<file path="src/rtl/piso8_tx_if.sv">
// Load handshake and serial output bundle for piso8_tx.
// master: word source / serial sink; slave: the transmitter.
interface piso8_tx_if #(
    parameter int WIDTH = 8
);
    logic             load_valid;
    logic             load_ready;
    logic [WIDTH-1:0] load_data;
    logic             ser_out;
    logic             ser_valid;
    logic             busy;
    logic             done;

    modport master (
        output load_valid,
        output load_data,
        input  load_ready,
        input  ser_out,
        input  ser_valid,
        input  busy,
        input  done
    );

    modport slave (
        input  load_valid,
        input  load_data,
        output load_ready,
        output ser_out,
        output ser_valid,
        output busy,
        output done
    );
endinterface

</file>
<file path="src/rtl/piso8_tx.sv">
// piso8_tx: parallel-in/serial-out transmitter, one bit per enabled clock.
// Optional macro PARITY_EN appends an XOR parity bit after the data bits.
module piso8_tx #(
    parameter int WIDTH     = 8,
    parameter bit MSB_FIRST = 1'b0
) (
    input  logic      Clk,
    input  logic      Res,
    input  logic      En,
    piso8_tx_if.slave bus
);
    localparam int CW = $clog2(WIDTH + 1);
    localparam logic [CW-1:0] LAST = CW'(WIDTH - 1);

`ifdef PARITY_EN
    typedef enum logic [1:0] {
        IDLE,
        SHIFT,
        PARITY
    } state_t;
`else
    typedef enum logic [1:0] {
        IDLE,
        SHIFT
    } state_t;
`endif

    state_t           state_q;
    logic [WIDTH-1:0] shreg_q;
    logic [WIDTH-1:0] shreg_d;
    logic [CW-1:0]    cnt_q;
    logic             ready_q;
    logic             busy_q;
    logic             valid_q;
    logic             sout_q;
    logic             sout_d;
    logic             first_d;
    logic             done_q;
`ifdef PARITY_EN
    logic             par_q;
`endif

    // Shift direction: next register contents, bit shown after the shift,
    // and the bit shown first when a word is captured.
    always_comb begin
        shreg_d = shreg_q;
        sout_d  = 1'b0;
        first_d = 1'b0;
        if (MSB_FIRST) begin
            shreg_d = {shreg_q[WIDTH-2:0], 1'b0};
            sout_d  = shreg_q[WIDTH-2];
            first_d = bus.load_data[WIDTH-1];
        end else begin
            shreg_d = {1'b0, shreg_q[WIDTH-1:1]};
            sout_d  = shreg_q[1];
            first_d = bus.load_data[0];
        end
    end

    // Transmit FSM; every output is a register updated with the state.
    always_ff @(posedge Clk) begin
        if (Res) begin
            state_q <= IDLE;
            shreg_q <= '0;
            cnt_q   <= '0;
            ready_q <= 1'b1;
            busy_q  <= 1'b0;
            valid_q <= 1'b0;
            sout_q  <= 1'b0;
            done_q  <= 1'b0;
`ifdef PARITY_EN
            par_q   <= 1'b0;
`endif
        end else begin
            done_q <= 1'b0;
            case (state_q)
                IDLE: begin
                    if (bus.load_valid) begin
                        state_q <= SHIFT;
                        shreg_q <= bus.load_data;
                        cnt_q   <= '0;
                        ready_q <= 1'b0;
                        busy_q  <= 1'b1;
                        valid_q <= 1'b1;
                        sout_q  <= first_d;
`ifdef PARITY_EN
                        par_q   <= ^bus.load_data;
`endif
                    end
                end
                SHIFT: begin
                    if (En) begin
                        shreg_q <= shreg_d;
                        cnt_q   <= cnt_q + CW'(1);
                        if (cnt_q == LAST) begin
`ifdef PARITY_EN
                            state_q <= PARITY;
                            sout_q  <= par_q;
`else
                            state_q <= IDLE;
                            ready_q <= 1'b1;
                            busy_q  <= 1'b0;
                            valid_q <= 1'b0;
                            sout_q  <= 1'b0;
                            done_q  <= 1'b1;
`endif
                        end else begin
                            sout_q <= sout_d;
                        end
                    end
                end
`ifdef PARITY_EN
                PARITY: begin
                    if (En) begin
                        state_q <= IDLE;
                        ready_q <= 1'b1;
                        busy_q  <= 1'b0;
                        valid_q <= 1'b0;
                        sout_q  <= 1'b0;
                        done_q  <= 1'b1;
                    end
                end
`endif
                default: begin
                    state_q <= IDLE;
                    ready_q <= 1'b1;
                    busy_q  <= 1'b0;
                    valid_q <= 1'b0;
                    sout_q  <= 1'b0;
                end
            endcase
        end
    end

    assign bus.load_ready = ready_q;
    assign bus.busy       = busy_q;
    assign bus.ser_valid  = valid_q;
    assign bus.ser_out    = sout_q;
    assign bus.done       = done_q;
endmodule

</file>
<file path="src/flat_wrapper.sv">
// flat-port wrapper written by rule: the top's interface ports become plain ports
module piso8_tx_flat 
#(
    parameter int WIDTH     = 8,
    parameter bit MSB_FIRST = 1'b0
)
  (Clk, Res, En, bus_load_valid, bus_load_data, bus_load_ready, bus_ser_out, bus_ser_valid, bus_busy, bus_done);
  piso8_tx_if #(.WIDTH(WIDTH)) bus_i ();
  input  logic Clk;
  input  logic Res;
  input  logic En;
  input wire logic [$bits(bus_i.load_valid)-1:0] bus_load_valid;
  input wire logic [$bits(bus_i.load_data)-1:0] bus_load_data;
  output wire logic [$bits(bus_i.load_ready)-1:0] bus_load_ready;
  output wire logic [$bits(bus_i.ser_out)-1:0] bus_ser_out;
  output wire logic [$bits(bus_i.ser_valid)-1:0] bus_ser_valid;
  output wire logic [$bits(bus_i.busy)-1:0] bus_busy;
  output wire logic [$bits(bus_i.done)-1:0] bus_done;
  assign bus_i.load_valid = bus_load_valid;
  assign bus_i.load_data = bus_load_data;
  assign bus_load_ready = bus_i.load_ready;
  assign bus_ser_out = bus_i.ser_out;
  assign bus_ser_valid = bus_i.ser_valid;
  assign bus_busy = bus_i.busy;
  assign bus_done = bus_i.done;
  piso8_tx #(.WIDTH(WIDTH), .MSB_FIRST(MSB_FIRST)) u_core (.Clk(Clk), .Res(Res), .En(En), .bus(bus_i));
endmodule
</file>
<file path="config.mk">
export PLATFORM = sky130hd
export DESIGN_NAME = piso8_tx_flat
export DESIGN_NICKNAME = d
export VERILOG_FILES = /design/src/rtl/piso8_tx_if.sv /design/src/rtl/piso8_tx.sv /design/src/flat_wrapper.sv
export SDC_FILE = /design/constraint.sdc
export NUM_CORES = 1
export LEC_CHECK = 0
export ABC_AREA = 1
export CAP_MARGIN = 40
export CORE_ASPECT_RATIO = 1.5
export CORE_MARGIN = 10
export CORE_UTILIZATION = 25
export DETAILED_ROUTE_END_ITERATION = 8
export SYNTH_ARGS = -nofsm -noshare
export SYNTH_HDL_FRONTEND = slang
export SYNTH_SLANG_ARGS = --single-unit
</file>
<file path="constraint.sdc">
create_clock -name Clk -period 1 [get_ports Clk]
set_input_delay 0.15 -clock Clk [delete_from_list [all_inputs] [get_ports Clk]]
set_output_delay 0.15 -clock Clk [all_outputs]
set_load 0.03 [all_outputs]
</file>
==> flow_summary.json <==
{
  "clk_pin_slew_worst_paths_ps": 70,
  "die_width_um": 63.8,
  "synth_top_area_share_pct": 41.7,
  "setup_viol": 2,
  "ys_ff_latch": 15,
  "hold_end": "u_core.bus.done$_SDFF_PP0_",
  "wl_per_cell_um": 12.7,
  "dpl_cell_area_um2": 977,
  "cp_data_required_time_ps": 850,
  "final-hold-violation-count": 0,
  "synth-async-reset-ratio_pct": 0,
  "r2r_setup_slack_ps": 10,
  "drive_above_1_share_pct": 38.1,
  "synth_area_um2": 721,
  "vias_per_cell": 4.49,
  "synth_seq_area_share_pct": 41.7,
  "cp-end-kind": "output pin",
  "routed-wl-met3_um": 147,
  "ios": 17,
  "grt_use_total_pct": 7.52,
  "postRouteAntennaNets": 0,
  "critPathMaxFanout": 4,
  "hold_class": "input port to flop",
  "fmax_ghz": 0.966,
  "reg2regPathDepth": 6,
  "firstDrtPassIters": 4,
  "topRoutingLayerUsed": "met4",
  "synth.most_common_cell": "nand2_1",
  "cts.path.max_buffers": 2,
  "cts_made_buffers": 3,
  "p_comb_share_pct": 23.3,
  "crit_buf_inv": 2,
  "cp.depth": 2,
  "place_congestion": 0.769,
  "worst_r2r_startpoint": "u_core.state_q[0]$_SDFFE_PP0P_",
  "status": "finished with violations",
  "hpwl_um": 1430,
  "finalNetCount": 148,
  "synth-edff-count": 0,
  "gr-total-overflow": 0,
  "clock_skew_ps": 3.85,
  "critical_path_arrival_ps": 880,
  "port_buffers": 16,
  "design_area_um2": 1190,
  "netlist_top_cells_count": "30 x nand2_1, 18 x nor2_1, 15 x dfxtp_1",
  "worstSkewPairLatency_ps": 260,
  "rr_endpoint": "u_core.shreg_q[4]$_SDFFE_PP0P_",
  "antennaDiodeCount": 0,
  "cts_root_buffer": "clkbuf_8",
  "hold_path.startpoint": "En",
  "synth_cell_types": 18,
  "coreArea_um2": 2730,
  "grt_max_degree": 13,
  "synth_top_area_cell": "dfxtp_1",
  "crit_path_max_incr_delay_ps": 400,
  "crit_type": "flop to output pin",
  "violations": "setup timing",
  "initial_core_util_pct": 26.4,
  "ir_worst_vdd_mv": 0.717,
  "syn-num-nets": 117,
  "multiInputGateArea_um2": 469,
  "ys_dominant_reg_cell": "dfxtp_1",
  "syn_inst": 104,
  "syn_to_final_growth_pct": 65.8,
  "core.rowCount": 23,
  "power.switching_w": 0.000460,
  "htree_levels": 1,
  "path_delay_family": "flip-flops",
  "total_power_w": 0.00154,
  "clock-sinks": 15,
  "cts_tree": "built",
  "rsz0062_at_grt": "true",
  "startpoint_type": "flop",
  "crit_slowest_cell": "dfxtp_4",
  "wirelength_um": 2170,
  "yosys-top-cells-area": "dfxtp_1 42%, nand2_1 16%, nor2_1 9.4%, nand3_1 4.9%, o21ai_1 4.2%",
  "postCtsHoldBufs": 0,
  "clkPwrFrac_pct": 33.4,
  "seqPwrFrac_pct": 43.2,
  "ff_latch_area_um2": 308,
  "antenna_found_initial": 0,
  "drtIter0Drc": 27,
  "tightest_slew_ps": 285,
  "vias": 767,
  "grt_pass1_wl_um": 3260,
  "internal-power_w": 0.00108,
  "dieHeight_um": 85.8,
  "hold_depth": 4,
  "dp_worst_setup_slack_ps": -290,
  "fin_crit_ps": 1030,
  "relSlewSlack_pct": 81.0,
  "p_leak_nw": 0.532,
  "path_common_cell": "buf_6",
  "power_density_nw_per_um2": 1290,
  "wl_met1_um": 988,
  "met2_length_um": 973,
  "worst_slack_ps": -35.0,
  "drv_cap": 0,
  "synth.avg_cell_area_um2": 6.93,
  "dieArea_um2": 5470,
  "nFillCells": 276,
  "switching_share_pct": 29.8,
  "grt_pass1_vias": 734,
  "yosysWarningCount": 0,
  "finalCritPeriodShare_pct": 103,
  "drc_errors": 0,
  "cp_cell_sequence": "buf_6, buf_6",
  "drv_slew": 0
}
==> logic make-up (layout without fill, tap and decap cells) <==
group	Yosys count	in the layout	share of synthesized area [%]
AO/OA/AOI/OAI	15	15	11.5
AND/OR/NAND/NOR	60	61	35.6
adder cells (fa/ha/maj)	1	1	1.74
buffers and inverters	13	42	9.55
flip-flops	15	15	41.7
==> sequential cells by signal (all words and copies together) (netlist names) <==
| register | cells |
|---|---|
| u_core.shreg_q | 7 |
| u_core.state_q | 1 |
| u_core.cnt_q | 4 |
| u_core.bus.ser_out | 1 |
| u_core.bus.load_ready | 1 |
| u_core.bus.done | 1 |
==> cell type report <==
cell class / count / area share [%]
repair buffers: 28 / 23.0
clock buffers: 3 / 3.46
flip-flops and latches: 15 / 25.8
clock inverters: 1 / 0.419
multi-input cells: 77 / 39.3
repair inverters: 1 / 0.628
inverters: 9 / 3.56
well taps: 37 / 3.87
==> worst min-delay path: stages <==
cell and delay (ps):
dlymetal6s2s_1 140, nand2_4 130, buf_4 140, nor3_1 50
==> cells in the final DEF, fill, tap and decap left out, types with 4 or more instances in the layout <==
| cell type | n |
|---|---|
| nand2_1 | 29 |
| o21ai_1 | 6 |
| inv_1 | 6 |
| buf_4 | 9 |
| dfxtp_1 | 11 |
| nor2_1 | 13 |
| buf_6 | 8 |
| a21oi_2 | 4 |
| clkdlybuf4s50_1 | 8 |
==> metrics by stage <==
stage | utilization, % | setup TNS, ps | instances | hold WS (ps)
after floorplan | - | -376 | 104 | 219
after global placement | 35.7 | -3260 | 165 | 445
after detailed placement | 35.7 | -3500 | 165 | 448
after CTS | 39.0 | -113 | 170 | 458
after global routing | 43.7 | -427 | 171 | 421
final | 43.7 | -69.7 | 171 | 391
==> layer usage <==
layer	GRT usage (%)	up-vias
met3	2.86	5
met1	8.94	347
met5	0	-
li1	-	388
met4	5.39	0
met2	10.7	27
==> power groups by stage <==
stage	Clock [W]	Sequential [W]	Combinational, W
5_1_grt	0.000549	0.000672	0.000396
4_1_cts	0.000527	0.000664	0.000305
3_3_place_gp	0	0.000673	0.000284
6_report	0.000516	0.000667	0.000360
3_5_place_dp	0	0.000674	0.000287
2_1_floorplan	0	0.000689	0.000150
==> what timing repair did <==
item,in CTS,in global routing
pin swaps,4,7
buffers inserted,0,0
gates cloned,1,1
gates resized for setup,9,34
setup endpoints to repair,14,16
==> worst max-delay path by stage <==
stage | slack, ps | to | from
4_1_cts | -30 | bus_ser_valid | u_core.state_q[0]$_SDFFE_PP0P_
2_1_floorplan | -50 | u_core.shreg_q[1]$_SDFFE_PP0P_ | u_core.state_q[0]$_SDFFE_PP0P_
3_3_place_gp | -270 | u_core.shreg_q[1]$_SDFFE_PP0P_ | bus_load_valid
3_5_place_dp | -290 | u_core.shreg_q[1]$_SDFFE_PP0P_ | bus_load_valid
5_1_grt | -70 | bus_busy | u_core.state_q[0]$_SDFFE_PP0P_
6_report | -30 | bus_ser_valid | u_core.state_q[0]$_SDFFE_PP0P_
(Power assumes the default switching activity.)
